--- config.mk ---
export PLATFORM = sky130hd
export DESIGN_NAME = controller_wr
export DESIGN_NICKNAME = d
export VERILOG_FILES = /design/src/rtl/controller_wr.sv
export SDC_FILE = /design/constraint.sdc
export NUM_CORES = 1
export LEC_CHECK = 0
export CAP_MARGIN = 40
export CORE_MARGIN = 5
export CORE_UTILIZATION = 49
export CTS_BUF_LIST = sky130_fd_sc_hd__clkbuf_4
export DETAILED_ROUTE_END_ITERATION = 8
export GPL_TIMING_DRIVEN = 0
export PLACE_DENSITY = 0.81
export SYNTH_ARGS = -nofsm -noshare
export SYNTH_HDL_FRONTEND = slang
export SYNTH_SLANG_ARGS = --single-unit
--- constraint.sdc ---
create_clock -name wclk -period 3.4 [get_ports wclk]
set_input_delay 0.51 -clock wclk [delete_from_list [all_inputs] [get_ports wclk]]
set_output_delay 0.51 -clock wclk [all_outputs]
set_load 0.02 [all_outputs]
--- src/rtl/controller_wr.sv ---
// rtl/controller_wr.sv - async FIFO write-side pointer/flag controller (wclk domain)
// Owns the write pointer, publishes its Gray copy, synchronises the read pointer and derives flags.
module controller_wr #(
   parameter int PTRWIDTH  = 4,
   parameter int AF_THRESH = 12
) (
   input  logic                wclk,
   input  logic                reset_L,
   input  logic                push,
   input  logic                clr_ovf,
   input  logic [PTRWIDTH:0]   rdptr_gray,
   output logic                wr_en,
   output logic [PTRWIDTH:0]   wrptr_bin,
   output logic [PTRWIDTH:0]   wrptr_gray,
   output logic                full,
   output logic                almost_full,
   output logic [PTRWIDTH:0]   fill_level,
   output logic                overflow
);

   localparam logic [PTRWIDTH:0] PTR_ONE   = (PTRWIDTH+1)'(1);
   localparam logic [PTRWIDTH:0] AF_LEVEL  = (PTRWIDTH+1)'(AF_THRESH);

   logic [PTRWIDTH:0] rd_s1;
   logic [PTRWIDTH:0] rd_s2;
   logic [PTRWIDTH:0] rdptr_sync_bin;
   logic [PTRWIDTH:0] next_bin;
   logic              ovf_set;

   function automatic logic [PTRWIDTH:0] gray2bin(input logic [PTRWIDTH:0] g);
      logic [PTRWIDTH:0] b;
      b[PTRWIDTH] = g[PTRWIDTH];
      for (int i = PTRWIDTH - 1; i >= 0; i--) begin
         b[i] = b[i+1] ^ g[i];
      end
      return b;
   endfunction

   assign rdptr_sync_bin = gray2bin(rd_s2);
   assign next_bin       = wrptr_bin + PTR_ONE;

   // Full when the pointers match in address but differ in the wrap bit; held low in reset.
   assign full = reset_L
              && (wrptr_bin[PTRWIDTH] != rdptr_sync_bin[PTRWIDTH])
              && (wrptr_bin[PTRWIDTH-1:0] == rdptr_sync_bin[PTRWIDTH-1:0]);

   assign wr_en       = reset_L && push && !full;
   assign fill_level  = wrptr_bin - rdptr_sync_bin;
   assign almost_full = (fill_level >= AF_LEVEL);
   assign ovf_set     = push && full;

   always_ff @(posedge wclk or negedge reset_L) begin
      if (!reset_L) begin
         rd_s1      <= '0;
         rd_s2      <= '0;
         wrptr_bin  <= '0;
         wrptr_gray <= '0;
         overflow   <= 1'b0;
      end else begin
         rd_s1 <= rdptr_gray;
         rd_s2 <= rd_s1;
         if (wr_en) begin
            wrptr_bin  <= next_bin;
            wrptr_gray <= next_bin ^ (next_bin >> 1);
         end
         if (ovf_set) begin
            overflow <= 1'b1;
         end else if (clr_ovf) begin
            overflow <= 1'b0;
         end
      end
   end

endmodule

After elaboration in Yosys (flattened, before gate mapping). Index checks and enable logic that the tools add are counted.

Register bits: 21. Word-level logic and storage cells: 24.

Add/subtract/negate cells: 2. Order comparisons: 1. Eq/ne operators: 2. Muxes and demuxes: 2. Bitwise gates (word level): 5. Reductions and logical operators: 7.

Operator list (count): $add A5 B1 Y5 const B (1); $ge A5 B4 Y1 const B (1); $logic_and A1 B1 Y1 (5); $sub A5 B5 Y5 (1); $xor A5 B4 Y5 (1); $eq A4 B4 Y1 (1); $xor A1 B1 Y1 (4); $mux W1 (2); $reduce_bool A2 Y1 (1); $logic_not A1 Y1 (1); $ne A1 B1 Y1 (1).

Logic depth before layout (Yosys ltp). Gate-level depths: netlist (run 1).

Depth after elaboration: 8. Gate-level depth with buffers: 11.

Least setup slack after synthesis (run 1). Ideal clock, no wire load.

Path kind: reg2out. Start: register rd_s2[4]. End: output almost_full. Arrival time: 2.754 ns. Data required time: 2.890 ns. Path slack: 0.136 ns. Cell stages (with the launch flop): 12. Path buffers: 0. Path through: dfrtp_1 -> xnor2_1 -> xor2_1 -> xor2_1 -> xnor2_1 -> ha_1 -> inv_1 -> fa_1 -> a21o_1 -> a21oi_1 -> xnor2_1 -> a21o_1.

Longest elaborated chain between the ends: 6.

Ends and longest elaborated chain: start, declared (line 25) `logic [PTRWIDTH:0] rd_s2;`; start signal, assigned (line 61) `rd_s2 <= rd_s1;`; $xor A1 B1 Y1 (4 in a row) (line 34) `b[i] = b[i+1] ^ g[i];`; $sub A5 B5 Y5 * (line 48) `assign fill_level = wrptr_bin - rdptr_sync_bin;`; via fill_level[4] (line 17) `output logic [PTRWIDTH:0] fill_level,`; $ge A5 B4 Y1 * (line 49) `assign almost_full = (fill_level >= AF_LEVEL);`; end, declared (line 16) `output logic almost_full,`.

Mark *: on every way through the listed nets, which the timed path passes. The rest lies on a longest branch.

Worst setup path after layout (run 1).
Start: register rd_s2[3]. End: output almost_full.

Longest elaborated chain between the ends: 6.

Ends and longest elaborated chain (line): $xor A1 B1 Y1 * (34); $xor A1 B1 Y1 (3 in a row) (34); $sub A5 B5 Y5 * (48); $ge A5 B4 Y1 * (49).

Mark *: on every way between the ends. The rest lies on a longest branch, timed or not.

==> results by stage, run 1 <==
Run status:
- The flow ran to the end, and the final reports show no timing, DRC or antenna violations.

Clock network:
- After clock tree synthesis, the clock-pin slew on the worst setup and hold paths is approximately 100 ps.
- The TritonCTS clock tree is done.
- The clock passes through at most 2 buffers.
- The clock drives 20 sinks.
- The number of levels in the clock H-tree is 1.
- In this run the clock root is driven by a clkbuf_4.
- The clock latency reported for the late side of the worst-skew pair is about 280 ps.
- The total clock buffers created by CTS is 3.

Drt:
- For this block, the initial DRC count from the detailed router was 3.
- The mean number of vias per cell is about 5.0.
- The number of design rule violations left after detail routing is 0.
- The number of antenna-violating nets in the routed design is 0.
- The total number of vias is roughly 770.
- The detailed-router iteration count before antenna repair is 3.
- The wire length reported by the detailed router is ~2000 um.
- Dividing the detail-routed wire length by the instance count gives between 10 and 15 um.

STA:
- For the pin with the worst max-slew slack, the measured transition is between 500 and 600 ps.
- The number of max-slew violations in the final report is 0.
- Setup violations remaining at the end of the flow were counted as 0.
- Of the available clock period, the critical path in the final layout requires 0.9703.
- The final critical-path required period is ~3300 ps.
- The final count of hold timing violations was 0.
- For the final database, setup skew stands at a little over 1 ps.
- Derived from the worst setup path, the maximum achievable clock frequency is slightly above 0.3 GHz.
- In the final timing run, aggregate negative setup slack is 0 ps.
- Setup repair after global routing could not meet its margin everywhere.
- The worst relative slew slack is 0.6152.

Die:
- The floorplan step defined a die boundary enclosing around 3200 sq um.
- The overall die width is approximately 56 um.
- The boundary pin count is 28.
- The floorplan step set the die height to between 50 and 60 um.
- The placement row count is 16.
- After floorplanning, the core was sized to cover between 2000 and 2500 sq um.
- The effective utilization at floorplan is 0.5219.

Placement:
- The count of buffers added on input and output ports is 27.
- The placer's final routability congestion estimate is 0.8386.
- After legalization and detailed placement, the total HPWL measured between 1500 and 2000 um.
- The placed instance count is 144.

Critical path:
- The type of destination of the critical path is a primary output.
- The critical path is of the reg2out type.
- Data arrives at the worst endpoint at ~2800 ps.
- The required time of the worst setup path is a little under 3000 ps.
- Along the worst path, the maximum fanout reaches 2.
- The kind of start point of the critical path is a register.

Layout:
- The finished layout holds 153 standard cells, fillers aside.
- Counting the fill cells in the layout gives approximately 150.
- In the final layout, the share of cells above drive strength 1 is 0.2381.
- The number of antenna diodes in the final layout is 0.
- The number of nets in the finished design is ~140.
- From synthesis to final layout, the design area changed by 39.04%.

Global route:
- The global routing usage summed across all routing layers is 0.1365.
- The largest net degree at the start of global routing is 16.
- The number of antenna violations at the first check in global routing came to 0.
- The first global-routing pass estimated between 3000 and 4000 um of wire.
- The number of global-route vias before repair came to roughly 770.
- The global route total overflow is 0.

Pwr:
- Summed over all cells, the static leakage comes to between 0.6 and 0.7 nW.
- Dividing total power by cell area gives a power density of about 1000 nW/um^2.
- The worst-case IR drop observed on VDD is 0.5850 mV.

Logic synthesis:
- During synthesis, Yosys emitted a total of 0 warnings.
- The synthesized area per cell is 11.74 sq um.
- Sorting the synthesized cells by area gives the leading types as dfrtp_1, xnor2_1, ha_1, mux2_2, xor2_1.
- The area share of the leading cell type in the synthesized netlist is 0.4790.
- The post-synthesis net count is ~100.
- The share of the Yosys chip area taken by registers is 0.4790.
- Counting distinct cell types in the post-synthesis netlist gives 31.
- The gate count after technology mapping is 89.
- The biggest area contributor in the post-synthesis netlist is dfrtp_1.
- The post-synthesis instance area is between 1000 and 1500 sq um.
- The total of flip-flops plus latches after synthesis is 20.

Hold path:
- The type of the tightest min-delay check is reg2reg.

Job:
- Across the run, the number of max-cap violations was 0.
-- synthesized netlist by cell type --
cell type / number
dfrtp_1: 20
xnor2_1: 12
ha_1: 5
inv_1: 5
a21oi_1: 4
mux2_2: 4
nand2_1: 4
xor2_1: 4
a21o_1: 3
nand2b_1: 3
and3_1: 2
nand3_1: 2
nor2_1: 2
nor3b_1: 2
a211o_1: 1
a22o_2: 1
a31oi_1: 1
a41o_1: 1
and2_1: 1
and4_1: 1
and4b_2: 1
buf_4: 1
buf_6: 1
clkbuf_1: 1
fa_1: 1
mux2i_1: 1
nor2_8: 1
nor3_1: 1
o21ai_0: 1
o22ai_1: 1
or3_1: 1
-- per-stage QoR --
step	setup slack (ps)	area (sq um)	util	power (mW)	hold slack, ps
floorplan	135.9	1045	-	0.9932	214.4
CTS	-41.02	1406	0.7025	1.429	360.9
detailed placement	-419.3	1364	0.6813	1.366	335.8
finish	100.9	1453	0.7256	1.467	359.3
global route	-60.15	1453	0.7256	1.580	366.6
global placement	-409.1	1349	0.6738	1.340	331.2
-- worst max-delay path, stage by stage (launching register included) --
cell     delay, ps
dfrtp_1        420
xnor2_2        220
xor2_2         230
xor2_2         190
xnor2_1        150
ha_2           190
inv_2           40
fa_2           330
a21o_1         200
a21oi_2        130
xnor2_1        100
a21o_1         170
buf_6          130
-- cells by family (layout without fill, tap and decap cells) --
kind of cell | Yosys count | in the layout | share of synthesized area
AO/OA/AOI/OAI | 13 | 13 | 0.08503
XOR/XNOR | 16 | 16 | 0.1341
adder cells (fa/ha/maj) | 6 | 6 | 0.07904
buffers and inverters | 8 | 45 | 0.03952
flip-flops | 20 | 20 | 0.4790
multiplexers | 5 | 5 | 0.05269
AND/OR/NAND/NOR | 21 | 21 | 0.1305
-- power breakdown --
part	internal [mW]	total (mW)	switching, mW
logic	0.503	1.00	0.501
clock network	0.0410	0.106	0.0651
registers	0.300	0.357	0.0573
-- registers in the layout, indices dropped and copies added, names as in the netlist --
name	flops
rd_s2	5
rd_s1	5
overflow	1
wrptr_bin	5
wrptr_gray	4
-- what timing repair did --
action | in CTS | in global routing
hold buffers | 0 | 0
endpoints found under the setup margin | 7 | 3
cloned | 0 | 0
pin swaps | 2 | 9
setup buffers | 3 | 3
gates resized for setup | 18 | 9
-- final timing paths --
path,startpoint,endpoint,slack (ps),cells after the start
max,rd_s2[3],almost_full,100,12
min,rd_s1[4],rd_s2[4],360,0
max reg2reg,rd_s2[3],wrptr_gray[1],750,10
min reg2reg,rd_s1[4],rd_s2[4],360,0
max in group asynchronous,reset_L,rd_s2[4],2310,2
min in group asynchronous,reset_L,wrptr_gray[0],580,1
-- final cells by class --
| type | instances | area [sq um] | area share |
|---|---|---|---|
| Timing Repair Buffer | 34 | 319.1 | 0.2196 |
| Tap cell | 27 | 33.78 | 0.02326 |
| Inverter | 5 | 18.77 | 0.01292 |
| Multi-Input combinational cell | 61 | 534.3 | 0.3678 |
| Clock buffer | 3 | 22.52 | 0.01550 |
| Buffer | 3 | 22.52 | 0.01550 |
| Sequential cell | 20 | 501.7 | 0.3454 |
-- routing by layer --
| metal | vias up | part of all wire | GRT usage |
|---|---|---|---|
| met5 | - | 0 | 0 |
| met4 | 0 | 0 | 0.02034 |
| met3 | 0 | 0.048 | 0.03480 |
| met2 | 16 | 0.54 | 0.2371 |
| met1 | 370 | 0.41 | 0.1737 |
| li1 | 379 | - | - |
-- layout by cell type (no fill, tap or decap), drive strengths merged, types with 2 or more instances in the layout --
| cell | instances |
|---|---|
| clkdlybuf4s50 | 20 |
| dfrtp | 20 |
| xnor2 | 12 |
| buf | 11 |
| inv | 5 |
| ha | 5 |
| clkbuf | 5 |
| nand2 | 4 |
| mux2 | 4 |
| dlygate4sd2 | 4 |
| a21oi | 4 |
| xor2 | 4 |
| a21o | 3 |
| nand2b | 3 |
| nor2 | 3 |
| and3 | 2 |
| nand3 | 2 |
| nor3b | 2 |
Power figures use the tool's default switching activity.
==> inputs of run 2 (changes only) <==
PLACE_DENSITY = 0.82   (was 0.81)
==> run 2 against run 1 <==
  * Non-clock buffer count is 2 higher
  * Total power is 0.94% higher
  * Wire length is 3.8% higher
  * Clock-buffer cell count stayed put
  * Via count is 0.78% higher
  * Core utilization is 0.81 points higher
  * Combinational power hardly changed
  * Worst setup slack worse by 73 ps
  * First-iteration DRC count stayed put
  * Sequential share of layout area is 0.38 points lower
  * Register-to-register slack worse by 50 ps
  * Worst hold slack worse by 2.1 ps
==> results by stage, run 2 (synthesized netlist as in run 1, its figures left out) <==
Layout:
- The filler cells instantiated in the layout total about 150.
- The final instance area is about 1500 sq um.
- The library cells used most frequently in the layout, excluding fill and tap cells, are clkdlybuf4s50_1, dfrtp_1, xnor2_1.
- From synthesis to final layout, the design area changed by 40.60%.
- In the final layout, the registers with the most flip-flops are rd_s1 (5), rd_s2 (5), wrptr_bin (5).
- The most common cell after layout, fill and taps aside is clkdlybuf4s50_1.
- The number of nets in the finished design is between 100 and 150.
- The share of post-route cells with drive strength above 1 is 0.2500.
- The repair_antennas step left the layout with diodes totalling 0.

Clock network:
- The TritonCTS clock tree is done.
- The root buffer cell is clkbuf_4.
- The total of hold buffers inserted after clock tree synthesis is 0.
- The total clock buffers created by CTS is 3.
- The clock transition time at the flip-flop clock pins of the worst setup and hold paths is ~100 ps.
- For this design, the sink count on the clock tree is 20.
- In this run the number of H-tree levels came out at 1.
- Counting along the longest clock path gives a buffer depth of 2.
- For the worst-skew pair, the clock arrives at the later sink with an insertion delay of around 290 ps.

Critical path:
- The critical path goes through xnor2_4 -> xor2_2 -> xor2_1 -> xnor2_1 -> ha_2 -> inv_2 -> fa_2 -> a21o_1 -> a21oi_2 -> xnor2_1 -> a21o_1 -> buf_6.
- The origin of the worst setup path is rd_s2[4].
- The number of buffer and inverter stages on the critical path is 2.
- STA classifies the critical path startpoint as a register.
- The worst register-to-register path begins at rd_s2[4].
- The worst setup path is captured at a primary output.
- The critical path is of the reg2out type.
- The delay contributed by the slowest stage of the critical path is approximately 460 ps.
- The arrival time of the worst setup path is approximately 2900 ps.
- The cell type group with the largest total delay on the critical path is XOR/XNOR gates.
- The slowest stage of the critical path belongs to the cell dfrtp_2.
- Data on the critical path is required at its endpoint by a little under 3000 ps.
- In this run the register-to-register setup slack is approximately 700 ps.
- The biggest fanout along the worst timing path is 2.

Pwr:
- The ratio of total power to cell area is ~1000 nW/um^2.
- Of the total power, registers draw 0.242.
- VDD sags by at most approximately 0.62 mV.
- The net switching power of the design is between 600 and 700 uW.
- The total chip power is about 1.5 mW.
- The leakage power summed over all cells is 0.6532 nW.
- The internal power summed over all cells is between 800 and 900 uW.
- The share of total power in the clock network is 0.071.
- Of the total power, the share spent switching nets is 0.4258.
- The power share of the combinational group is 0.687.

Global route:
- The number of global-route vias before repair is approximately 750.
- The global route total overflow is 0.
- The largest net degree at the start of global routing is 18.
- The number of antenna violations at the first check in global routing is 0.
- The global routing usage summed across all routing layers is 0.1376.
- The first-pass GRT wire length is roughly 3400 um.

Run status:
- The flow ran to the end, and the final reports show no timing, DRC or antenna violations.

Die:
- The effective utilization at floorplan is 0.5219.
- 28 I/O pins were placed.
- The die outline area is between 3000 and 4000 sq um.
- The core region is between 2000 and 2500 sq um.
- The floorplan step set the die height to roughly 56 um.
- In this run the core area contains 16 standard-cell rows.
- The overall die width is about 56 um.

Drt:
- The routed layout has slightly below 800 vias.
- The wire length reported by the detailed router is approximately 2100 um.
- After detailed routing, the average wire length per cell comes to between 10 and 15 um.
- After the first detailed-routing iteration, the DRC count stood at 3.
- The first TritonRoute pass finished after 2 iterations.
- The mean number of vias per cell is between 4 and 5.
- The number of antenna-violating nets in the routed design is 0.
- After detailed routing, the number of remaining DRC violations is 0.

Placement:
- At the end of routability-driven placement, the weighted congestion stood at between 0.7 and 0.8.
- Timing analysis after detailed placement gives a worst setup slack of -443.8 ps.
- The half-perimeter wire length after detailed placement is 1444 um.
- The area of placed instances is between 1000 and 1500 sq um.
- The number of port buffers is 27.

Hold path:
- The worst hold path begins at rd_s1[4].
- The min-delay analysis places its worst path in the category reg2reg.

STA:
- The final count of hold timing violations is 0.
- The actual slew at the worst max-slew pin is ~500 ps.
- Setup slack closes at approximately 28 ps.
- Subtracting the final worst setup slack from the clock period gives 3372 ps.
- The setup TNS is 0 ps.
- Setup repair after global routing could not meet its margin everywhere.
- Across the routed clock network, the largest skew measured is 5.499 ps.
- The maximum clock frequency is roughly 0.30 GHz.
- The number of failing setup endpoints in the final timing report is 0.
- The worst hold slack is about 360 ps.
- Of the available clock period, the critical path in the final layout requires 0.9919.
- The number of max-slew violations in the final report is 0.
- The worst relative slew slack is 0.6600.

Job:
- The reported max-cap violation count is 0.
## run 2: path summary, 6_finish.rpt
kind                                 endpoint  cells past startpoint
worst min-delay path                 rd_s2[4]                      0
max in group asynchronous            rd_s2[4]                      2
worst max-delay path              almost_full                     12
min in group asynchronous        wrptr_bin[4]                      1
worst min register to register       rd_s2[4]                      0
worst max register to register  wrptr_gray[1]                     10
## run 2: what timing repair did
| action | CTS | global route |
|---|---|---|
| setup buffers | 4 | 4 |
| pin swaps | 4 | 9 |
| endpoints found under the setup margin | 7 | 4 |
| resized for setup | 21 | 9 |
## run 2: power by group through the flow
stage	combinational (mW)	clock (mW)	sequential (mW)
3_5_place_dp	1.00	0	0.362
4_1_cts	0.980	0.112	0.358
6_report	1.02	0.105	0.359
5_1_grt	1.10	0.124	0.370
2_1_floorplan	0.572	0	0.421
3_3_place_gp	0.982	0	0.358
## run 2: layout make-up
cell class                      count  area [sq um]  area share
Buffer                              3         22.52     0.01533
Clock buffer                        3         22.52     0.01533
Inverter                            5         18.77     0.01278
Multi-Input combinational cell     61         538.0      0.3663
Sequential cell                    20         501.7      0.3416
Tap cell                           27         33.78     0.02300
Timing Repair Buffer               36         331.6      0.2257
## run 2: per-layer routing
layer	wire length, um	GRT usage
met1	897	0.1713
met2	1040	0.2220
met3	101	0.03248
met4	42	0.06780
met5	0	0
## run 2: worst reg2reg max path: cells and delay by family (launching register included)
family        cells  cell delay [ps]
xor+xnor          3              630
fa+ha+maj         1              230
buf+inv           2              250
flops             1              460
mux               1              350
simple gates      3              660
## run 2: per-stage QoR
stage / cells / util
after detailed placement: 144 / 0.6813
after CTS: 151 / 0.7131
after global routing: 155 / 0.7338
final: 155 / 0.7338
after global placement: 143 / 0.6738
after floorplan: 89 / -
